File: src/rtl/lm71_spi_master.sv
// lm71_spi_master: Wishbone-slave, 3-wire SPI master for the LM71 temperature sensor.
// Each transaction reads a 16-bit word from the sensor. If WR_EN is set, it then
// writes a 16-bit word back to the sensor. The pad tristate lives outside this
// block: TEMP_SIO = o_so_oe ? o_so : 1'bz.
// Ports:
//   i_clk, i_rst              system clock, asynchronous active-low reset
//   i_wb_adr/dat/we/cyc/stb   Wishbone slave request (0=CTRL/STATUS, 1=RXDATA)
//   o_wb_dat, o_wb_ack        registered read data and single-cycle acknowledge
//   o_irq                     level interrupt, DONE & IE
//   o_sc, o_cs_n              serial clock and chip select to the sensor
//   i_si                      SIO pad input (asynchronous, synchronized here)
//   o_so, o_so_oe             host serial data and its output enable
module lm71_spi_master #(
  parameter int unsigned CLK_DIV = 50
) (
  input  logic        i_clk,
  input  logic        i_rst,
  input  logic [1:0]  i_wb_adr,
  input  logic [31:0] i_wb_dat,
  input  logic        i_wb_we,
  input  logic        i_wb_cyc,
  input  logic        i_wb_stb,
  output logic [31:0] o_wb_dat,
  output logic        o_wb_ack,
  output logic        o_irq,
  output logic        o_sc,
  output logic        o_cs_n,
  input  logic        i_si,
  output logic        o_so,
  output logic        o_so_oe
);

  localparam int unsigned CW = $clog2(CLK_DIV);
  localparam int unsigned DW = 32;
  localparam int unsigned WW = 16;
  localparam logic [CW-1:0] RELOAD = CW'(CLK_DIV - 1);

  typedef enum logic [2:0] {
    S_IDLE,
    S_SETUP,
    S_READ,
    S_WRITE,
    S_HOLD
  } state_t;

  state_t          r_state;
  logic [CW-1:0]   r_cnt;
  logic [3:0]      r_bits;
  logic [WW-1:0]   r_rx;
  logic [WW-1:0]   r_tx;
  logic [WW-1:0]   r_txs;
  logic            r_ie;
  logic            r_wr_en;
  logic            r_done;
  logic            r_irq;
  logic            r_si_s1;
  logic            r_si_s2;
  logic            r_sc;
  logic            r_cs_n;
  logic            r_so;
  logic            r_so_oe;
  logic            r_ack;
  logic [DW-1:0]   r_dat;

  logic            w_req;
  logic            w_wr;
  logic            w_rd;
  logic            w_ctrl_wr;
  logic            w_busy;
  logic            w_start;
  logic            w_tick;
  logic            w_fin;
  logic            w_rx_rd;
  logic            w_done_nxt;
  logic            w_ie_nxt;
  logic [DW-1:0]   w_rd_dat;
  logic            w_unused;

  // A request is accepted only while ack is low, so back-to-back strobes ack every other cycle
  assign w_req     = i_wb_cyc & i_wb_stb & ~r_ack;
  assign w_wr      = w_req & i_wb_we;
  assign w_rd      = w_req & ~i_wb_we;
  assign w_ctrl_wr = w_wr & (i_wb_adr == 2'd0);
  assign w_busy    = (r_state != S_IDLE);
  assign w_start   = w_ctrl_wr & i_wb_dat[0] & ~w_busy;
  assign w_tick    = w_busy & (r_cnt == '0);
  assign w_fin     = (r_state == S_HOLD) & w_tick;
  assign w_rx_rd   = w_rd & (i_wb_adr == 2'd1);
  assign w_unused  = ^i_wb_dat[15:3];

  // Next DONE/IE values and the read mux; completion wins over a same-cycle clear
  always_comb begin
    w_ie_nxt   = r_ie;
    w_done_nxt = r_done;
    w_rd_dat   = '0;
    if (w_ctrl_wr) w_ie_nxt = i_wb_dat[2];
    if (w_start || w_rx_rd) w_done_nxt = 1'b0;
    if (w_fin) w_done_nxt = 1'b1;
    case (i_wb_adr)
      2'd0:    w_rd_dat = {r_tx, 12'h000, r_wr_en, r_ie, r_done, w_busy};
      2'd1:    w_rd_dat = {16'h0000, r_rx};
      default: w_rd_dat = '0;
    endcase
  end

  // Wishbone handshake and control/status registers
  always_ff @(posedge i_clk or negedge i_rst) begin
    if (!i_rst) begin
      r_ack   <= 1'b0;
      r_dat   <= '0;
      r_tx    <= '0;
      r_wr_en <= 1'b0;
      r_ie    <= 1'b0;
      r_done  <= 1'b0;
      r_irq   <= 1'b0;
    end else begin
      r_ack  <= w_req;
      r_ie   <= w_ie_nxt;
      r_done <= w_done_nxt;
      r_irq  <= w_done_nxt & w_ie_nxt;
      if (w_rd) r_dat <= w_rd_dat;
      else if (w_wr) r_dat <= '0;
      if (w_ctrl_wr) begin
        r_tx <= i_wb_dat[31:16];
        // WR_EN steers the running transaction, so it is frozen while busy
        if (!w_busy) r_wr_en <= i_wb_dat[1];
      end
    end
  end

  // Two-flop synchronizer for the asynchronous SIO input
  always_ff @(posedge i_clk or negedge i_rst) begin
    if (!i_rst) begin
      r_si_s1 <= 1'b0;
      r_si_s2 <= 1'b0;
    end else begin
      r_si_s1 <= i_si;
      r_si_s2 <= r_si_s1;
    end
  end

  // Half-period tick counter; parked at reload while idle so the first tick lands CLK_DIV after START
  always_ff @(posedge i_clk or negedge i_rst) begin
    if (!i_rst) begin
      r_cnt <= RELOAD;
    end else if (!w_busy || (r_cnt == '0)) begin
      r_cnt <= RELOAD;
    end else begin
      r_cnt <= r_cnt - CW'(1);
    end
  end

  // Transaction sequencer driving the serial pins
  always_ff @(posedge i_clk or negedge i_rst) begin
    if (!i_rst) begin
      r_state <= S_IDLE;
      r_bits  <= '0;
      r_rx    <= '0;
      r_txs   <= '0;
      r_sc    <= 1'b0;
      r_cs_n  <= 1'b1;
      r_so    <= 1'b0;
      r_so_oe <= 1'b0;
    end else begin
      case (r_state)
        S_IDLE: begin
          if (w_start) begin
            r_cs_n  <= 1'b0;
            r_bits  <= '0;
            // Snapshot TX so host updates during the transfer do not corrupt the write
            r_txs   <= i_wb_dat[31:16];
            r_state <= S_SETUP;
          end
        end
        S_SETUP: begin
          if (w_tick) r_state <= S_READ;
        end
        S_READ: begin
          if (w_tick) begin
            if (!r_sc) begin
              r_sc <= 1'b1;
              r_rx <= {r_rx[WW-2:0], r_si_s2};
            end else begin
              r_sc   <= 1'b0;
              r_bits <= r_bits + 4'd1;
              if (r_bits == 4'd15) begin
                if (r_wr_en) begin
                  r_so_oe <= 1'b1;
                  r_so    <= r_txs[WW-1];
                  r_txs   <= {r_txs[WW-2:0], 1'b0};
                  r_state <= S_WRITE;
                end else begin
                  r_state <= S_HOLD;
                end
              end
            end
          end
        end
        S_WRITE: begin
          if (w_tick) begin
            if (!r_sc) begin
              r_sc <= 1'b1;
            end else begin
              r_sc   <= 1'b0;
              r_bits <= r_bits + 4'd1;
              if (r_bits == 4'd15) begin
                r_so_oe <= 1'b0;
                r_so    <= 1'b0;
                r_state <= S_HOLD;
              end else begin
                r_so  <= r_txs[WW-1];
                r_txs <= {r_txs[WW-2:0], 1'b0};
              end
            end
          end
        end
        S_HOLD: begin
          if (w_tick) begin
            r_cs_n  <= 1'b1;
            r_state <= S_IDLE;
          end
        end
        default: r_state <= S_IDLE;
      endcase
    end
  end

  assign o_wb_dat = r_dat;
  assign o_wb_ack = r_ack;
  assign o_irq    = r_irq;
  assign o_sc     = r_sc;
  assign o_cs_n   = r_cs_n;
  assign o_so     = r_so;
  assign o_so_oe  = r_so_oe;

endmodule

File: config.mk
export PLATFORM = sky130hd
export DESIGN_NAME = lm71_spi_master
export DESIGN_NICKNAME = d
export VERILOG_FILES = /design/src/rtl/lm71_spi_master.sv
export SDC_FILE = /design/constraint.sdc
export NUM_CORES = 1
export LEC_CHECK = 0
export BUFFER_PORTS_ARGS = -buffer_cell sky130_fd_sc_hd__buf_4
export CAP_MARGIN = 0
export CORE_MARGIN = 2
export CORE_UTILIZATION = 55
export DETAILED_ROUTE_END_ITERATION = 10
export PLACE_DENSITY = 0.89
export SYNTH_ARGS = -nofsm -noshare
export SYNTH_HDL_FRONTEND = slang
export SYNTH_SLANG_ARGS = --single-unit
File: constraint.sdc
create_clock -name i_clk -period 2.7 [get_ports i_clk]
set_input_delay 0.135 -clock i_clk [delete_from_list [all_inputs] [get_ports i_clk]]
set_output_delay 0.135 -clock i_clk [all_outputs]
set_load 0.005 [all_outputs]
### Word-level counts from Yosys, hierarchy flattened

Index checks and enable logic that the tools add are counted.

* $add $sub $neg: 2
* bitwise operators: 15
* eq/ne operators: 19
* mux-type cells: 51
* reduce and logical (&&, ||, !) cells: 22

Operator list (number)
* 16-bit two-way mux: 8
* 32-bit two-way mux: 2
* 32-bit case mux with 2 select lines: 1
* 16-bit case mux with 3 select lines: 1
* 3-bit two-way mux: 10
* 2-bit inequality test, second input constant: 11
* 1-bit two-way mux: 20
* 9-bit AND reduction: 2
* 3-bit case mux with 5 select lines: 1
* 4-bit two-way mux: 3
* 1-bit bitwise AND: 11
* 4-bit case mux with 2 select lines: 1
* 8-bit AND reduction: 1
* 2-bit nonzero test: 4
* 7-bit AND reduction: 1
* 3-bit by 2-bit equality test with 1-bit output, second input constant: 2
* 6-bit zero test: 1
* 6-bit two-way mux: 1
* 1-bit case mux with 2 select lines: 3
* 3-bit AND reduction: 2
* 3-bit nonzero test: 2
* 6-bit by 1-bit subtractor with 6-bit output, second input constant: 1
* 4-bit by 1-bit adder with 4-bit output, second input constant: 1
* 4-bit equality test, second input constant: 1
* 12 further kinds: 18

* bits in registers: 104
* bits of input ports: 40

### Depth between registers and ports, before layout

* word-level depth: 10
* mapped depth: 8

### Worst setup path after synthesis

Ideal clock, no wire load.

* path kind: register -> register
* start point: register r_cnt[3]
* end point: register r_txs[10]
* path slack: 0.353 ns
* cell stages (with the launch flop): 8
* library setup time: 0.125 ns
* path buffers: 3
* clock period less this slack: 2.347 ns
* data arrival time: 2.221 ns
* cells stage by stage: dfrtp_1 or3_1 buf_2 or4_4 buf_6 o21ai_4 buf_12 mux2_4

* longest elaborated chain between the ends: 4
* elaborated cells between the ends (all ways): 5

RTL lines
* start, declared: RTL line 47 `logic [CW-1:0] r_cnt;`
* start signal, assigned: RTL line 149 `r_cnt <= r_cnt - CW'(1);`
* 6-bit zero test *: RTL line 86 `assign w_tick = w_busy & (r_cnt == '0);`
* 1-bit bitwise AND *: RTL line 86
* 2-bit inequality test (no source line)
* 9-bit AND reduction (no source line) *
* end signal, assigned: RTL line 171 `r_txs <= i_wb_dat[31:16];`
* end signal, assigned: RTL line 190 `r_txs <= {r_txs[WW-2:0], 1'b0};`
* end signal, assigned: RTL line 212 `r_txs <= {r_txs[WW-2:0], 1'b0};`
* end, declared: RTL line 51 `logic [WW-1:0] r_txs;`

Every way passes the cells marked *; elsewhere a longest branch is shown, timed or not.
A chain may end at the register's enable or synchronous reset.

### Worst setup path after layout

* start point: register r_cnt[3]
* end point: register r_txs[4]

Same word-level chain as after synthesis.

==> results.txt <==
----------------------------------------------------
[Run status]
  Run status ... finished clean

[Timing]
  Shortest period the worst path allows ... 2.46 ns
  TNS Setup ... 0 ns
  Max Clk Rate ... roughly 400 MHz
  Transition time at the pin with the least slew margin ... 0.549 ns
  Final setup violation count ... 0
  RSZ-0062 raised after global routing ... no
  Clock skew after layout ... 0.0131 ns
  Worst-case headroom to the max-slew limit ... 63.3%
  Number of pins exceeding their max-slew limit in the final report ... 0
  Final period util ... 91.2%
  Hold Vio Cnt, Final ... 0

[Synth]
  Synth unique cells ... 42
  Xor/xnor cell area share of the yosys netlist ... 1.01%
  Adder-cell share of the synthesized area ... less than 1%
  Yosys warnings ... 0
  Net Count, Synth ... about 360
  Avg Cell Area, Syn ... 13.6 um^2
  Synth async-reset ratio ... 100%
  Flip-flop cell with the highest count after synthesis ... sky130_fd_sc_hd__dfrtp_1
  Mux share of post-synthesis cell area ... 18.4%
  Post-Syn Area ... 4330 um^2
  Dominant combinational cell family by area after synthesis ... multiplexers
  Count of flip-flops with a built-in enable after synthesis ... 0
  Cell count after synthesis ... roughly 320
  Synth Area in Simple Gates ... 6.79%
  Compound-Gate Fraction of Synth Area ... 10.0%
  FF+latch count, synth ... 104
  Sequential cell area fraction in the yosys report ... 60.2%

[Clock tree]
  Post-CTS setup buffers ... 0
  Clock transition at the register clock pins on the worst setup and hold paths after CTS ... 0.10 ns
  Cells resized by post-CTS repair ... 0
  Clock latency on the worst-skew pair ... roughly 0.36 ns
  Root buf cell ... sky130_fd_sc_hd__clkbuf_8
  CTS sink cnt ... 104
  Number of buffers between clock root and the deepest sink ... 2
  Maximum level of the CTS H-tree ... 3
  Clock tree from TritonCTS ... built
  Number of buffers added by the clock tree synthesis step ... 9

[Floorplan]
  Horizontal extent of the die ... 92.7 um
  I/O pins ... 78
  Initial core utilization ... roughly 56%
  Core area ... just under 8000 um^2
  Vertical die dimension ... 92.7 um
  Placement row count ... 32
  Die footprint ... 8600 um^2

[Power and ir drop]
  Part of the total power dissipated in combinational logic ... between 10% and 20%
  Internal power consumption ... roughly 0.0026 W
  Power density cells ... 691 nW/um^2
  Maximum vdd ir drop ... 0.478 mV
  Standby leakage power ... 2.56 nW
  Sequential Power Share ... 54.0%
  Switching power total ... 0.00100 W
  Clock group share of total power ... approximately a quarter
  Switching power share of the total ... 27.7%

[Setup path]
  Critical-path top delay cell ... sky130_fd_sc_hd__or4_4
  Family with the most delay on the worst path ... simple AND/OR/NAND/NOR gates
  Nature of the critical path startpoint ... flop
  Worst-case reg-to-reg path depth ... 5
  Critical-path maximum fanout ... 15
  Crit. End Element ... flop
  CP Launch Point ... r_cnt[3]
  Instance count on the critical path ... 5
  Class of the most critical setup path ... reg -> reg
  Maximum single-stage delay on the critical path ... 0.62 ns
  Chain of cells forming the critical path ... or3_1 -> or4_4 -> o21ai_4 -> buf_4 -> mux2_2
  Worst endpoint required time ... 2.95 ns
  Worst reg2reg path startpoint ... r_cnt[3]
  Bufs and invs on worst path ... 1
  Arrival time of the worst setup path ... 2.71 ns

[Routing]
  Via Count ... 2859
  Antenna violation net count after detailed routing ... 0
  1st-iter DRT viols ... between 200 and 300
  Wire length per cell after detailed routing ... 16.4 um
  Routed Wire Length ... between 8 and 9 mm
  Final routed DRC violation total ... 0
  Vias per std cell ... 5.67
  Pre-Repair DR Iteration Count ... 4

[Placed design]
  Weighted congestion reported at the end of routability-driven placement ... 0.840
  Total half-perimeter wirelength after legalization and detailed placement ... 5.75 mm
  Total of buffers placed on input and output ports ... 64

[Hold path]
  Hold_sp ... i_wb_dat[25]
  Hold path cells ... 2
  Worst min path class ... in -> reg

[Finish]
  Filler Cell Count ... 557
  Antenna cell count ... 0
  Layout cell share with drive strength beyond 1 ... 40.0%
  Fin util ... 67.9%
  Total Nets Final ... 440
  Area growth from synthesis to layout ... 20.6%

[Global route]
  Overflow left after global routing ... 0
  Global router's overall resource usage ... 21.1%
  Via count of the first global-routing pass ... 2870
  Wire length of the first global-routing pass ... around 14 mm
  Pin count of the biggest net entering global routing ... 64
  Number of antenna violations at the first check in global routing ... 0

[Run]
  Max-cap violations ... 0

----------------------------------------------------
-- final timing paths --
check / slack, ns / end
worst max register to register: 0.24 / r_txs[4]
min in group asynchronous: 0.30 / r_state[1]
max in group asynchronous: 1.66 / r_cnt[5]
worst max-delay path: 0.24 / r_txs[4]
worst min-delay path: 0.02 / r_tx[9]
worst min register to register: 0.36 / r_si_s2
-- worst register-to-register path, stage by stage (launching register included) --
cell,delay [ns]
sky130_fd_sc_hd__dfrtp_1,0.42
sky130_fd_sc_hd__or3_1,0.51
sky130_fd_sc_hd__or4_4,0.63
sky130_fd_sc_hd__o21ai_4,0.16
sky130_fd_sc_hd__buf_4,0.27
sky130_fd_sc_hd__mux2_2,0.38
-- flip-flops by register name (all words and copies together), names as in the netlist, 3 cells and up --
register  count
r_rx         16
o_wb_dat     32
r_txs        16
r_state       3
r_tx         16
r_bits        4
r_cnt         6
-- Yosys cell counts (3+ instances only) --
cell type	number	area share (%)
sky130_fd_sc_hd__a21oi_1	7	0.81
sky130_fd_sc_hd__or3_1	4	0.58
sky130_fd_sc_hd__nand2_1	15	1.3
sky130_fd_sc_hd__ha_1	3	0.87
sky130_fd_sc_hd__clkbuf_1	12	1.0
sky130_fd_sc_hd__o21ai_0	9	1.0
sky130_fd_sc_hd__dfstp_2	4	2.4
sky130_fd_sc_hd__xnor2_1	4	0.81
sky130_fd_sc_hd__inv_1	9	0.78
sky130_fd_sc_hd__mux2i_1	4	0.92
sky130_fd_sc_hd__mux2_2	54	14
sky130_fd_sc_hd__a22o_1	29	5.9
sky130_fd_sc_hd__nor3_1	5	0.58
sky130_fd_sc_hd__nor2_1	15	1.3
sky130_fd_sc_hd__dfrtp_1	100	58
sky130_fd_sc_hd__nand3_1	4	0.46
sky130_fd_sc_hd__nand4_1	3	0.43
sky130_fd_sc_hd__mux2_4	10	3.5
-- through the flow --
stage	hold WS [ns]	cell area, um^2	cells	total power [W]	setup WS, ns
floorplan	-0.161	4330	319	0.00243	0.353
global placement	0.150	4940	480	0.00261	0.327
detailed placement	0.159	4940	480	0.00267	0.264
CTS	0.000228	5210	503	0.00363	0.251
global route	0.00109	5220	504	0.00382	0.172
finish	0.0173	5220	504	0.00361	0.237
-- logic make-up after synthesis --
kind of cell	after synthesis
and+or+nand+nor	59
AOI/OAI and AO/OA	56
adders and majority gates	3
muxes	68
buffers and inverters	24
xor gates and xnor gates	5
DFF	104
-- cell type report --
cell class / instances / area (um^2) / area share [%]
Clock buffer: 11 / 141 / 2.71
Clock inverter: 5 / 56.3 / 1.08
Inverter: 9 / 33.8 / 0.647
Multi-Input combinational cell: 191 / 1610 / 30.8
Sequential cell: 104 / 2610 / 49.9
Tap cell: 102 / 128 / 2.44
Timing Repair Buffer: 82 / 648 / 12.4
-- layer usage --
layer	share of wire, %	wire length (um)	global-route usage, %	vias to the layer above
met5	0	0	0	-
met4	2.3	192	9.80	0
met3	5.0	412	3.34	16
met2	50	4100	33.6	98
met1	43	3560	28.7	1430
li1	-	-	-	1315
-- layout by cell type (no fill, tap or decap), drive strengths merged, types with 2 or more instances in the layout --
cell type / instances
nand4: 3
nor3b: 2
nor3: 5
ha: 3
o21ai: 10
dlygate4sd3: 8
clkbuf: 11
dfstp: 4
dfrtp: 100
nor2: 15
a21oi: 7
inv: 10
mux2: 64
nand2b: 2
mux2i: 4
nand3b: 2
nand2: 15
nand3: 4
xnor2: 4
or4: 2
or3: 4
clkinv: 2
a22o: 29
o22ai: 2
buf: 74
-- power by group through the flow --
stage | Combinational (W) | Sequential (W) | Clock [W]
floorplan | 0.000523 | 0.00191 | 0
global route | 0.000784 | 0.00198 | 0.00106
global placement | 0.000654 | 0.00196 | 0
CTS | 0.000703 | 0.00194 | 0.000984
detailed placement | 0.000695 | 0.00197 | 0
finish | 0.000699 | 0.00195 | 0.000959
-- timing repair --
item / CTS / global route
endpoints found under the setup margin: 0 / 0
hold buffers: 7 / 1
hold endpoints to repair: 46 / 1
Power figures use the tool's default switching activity.
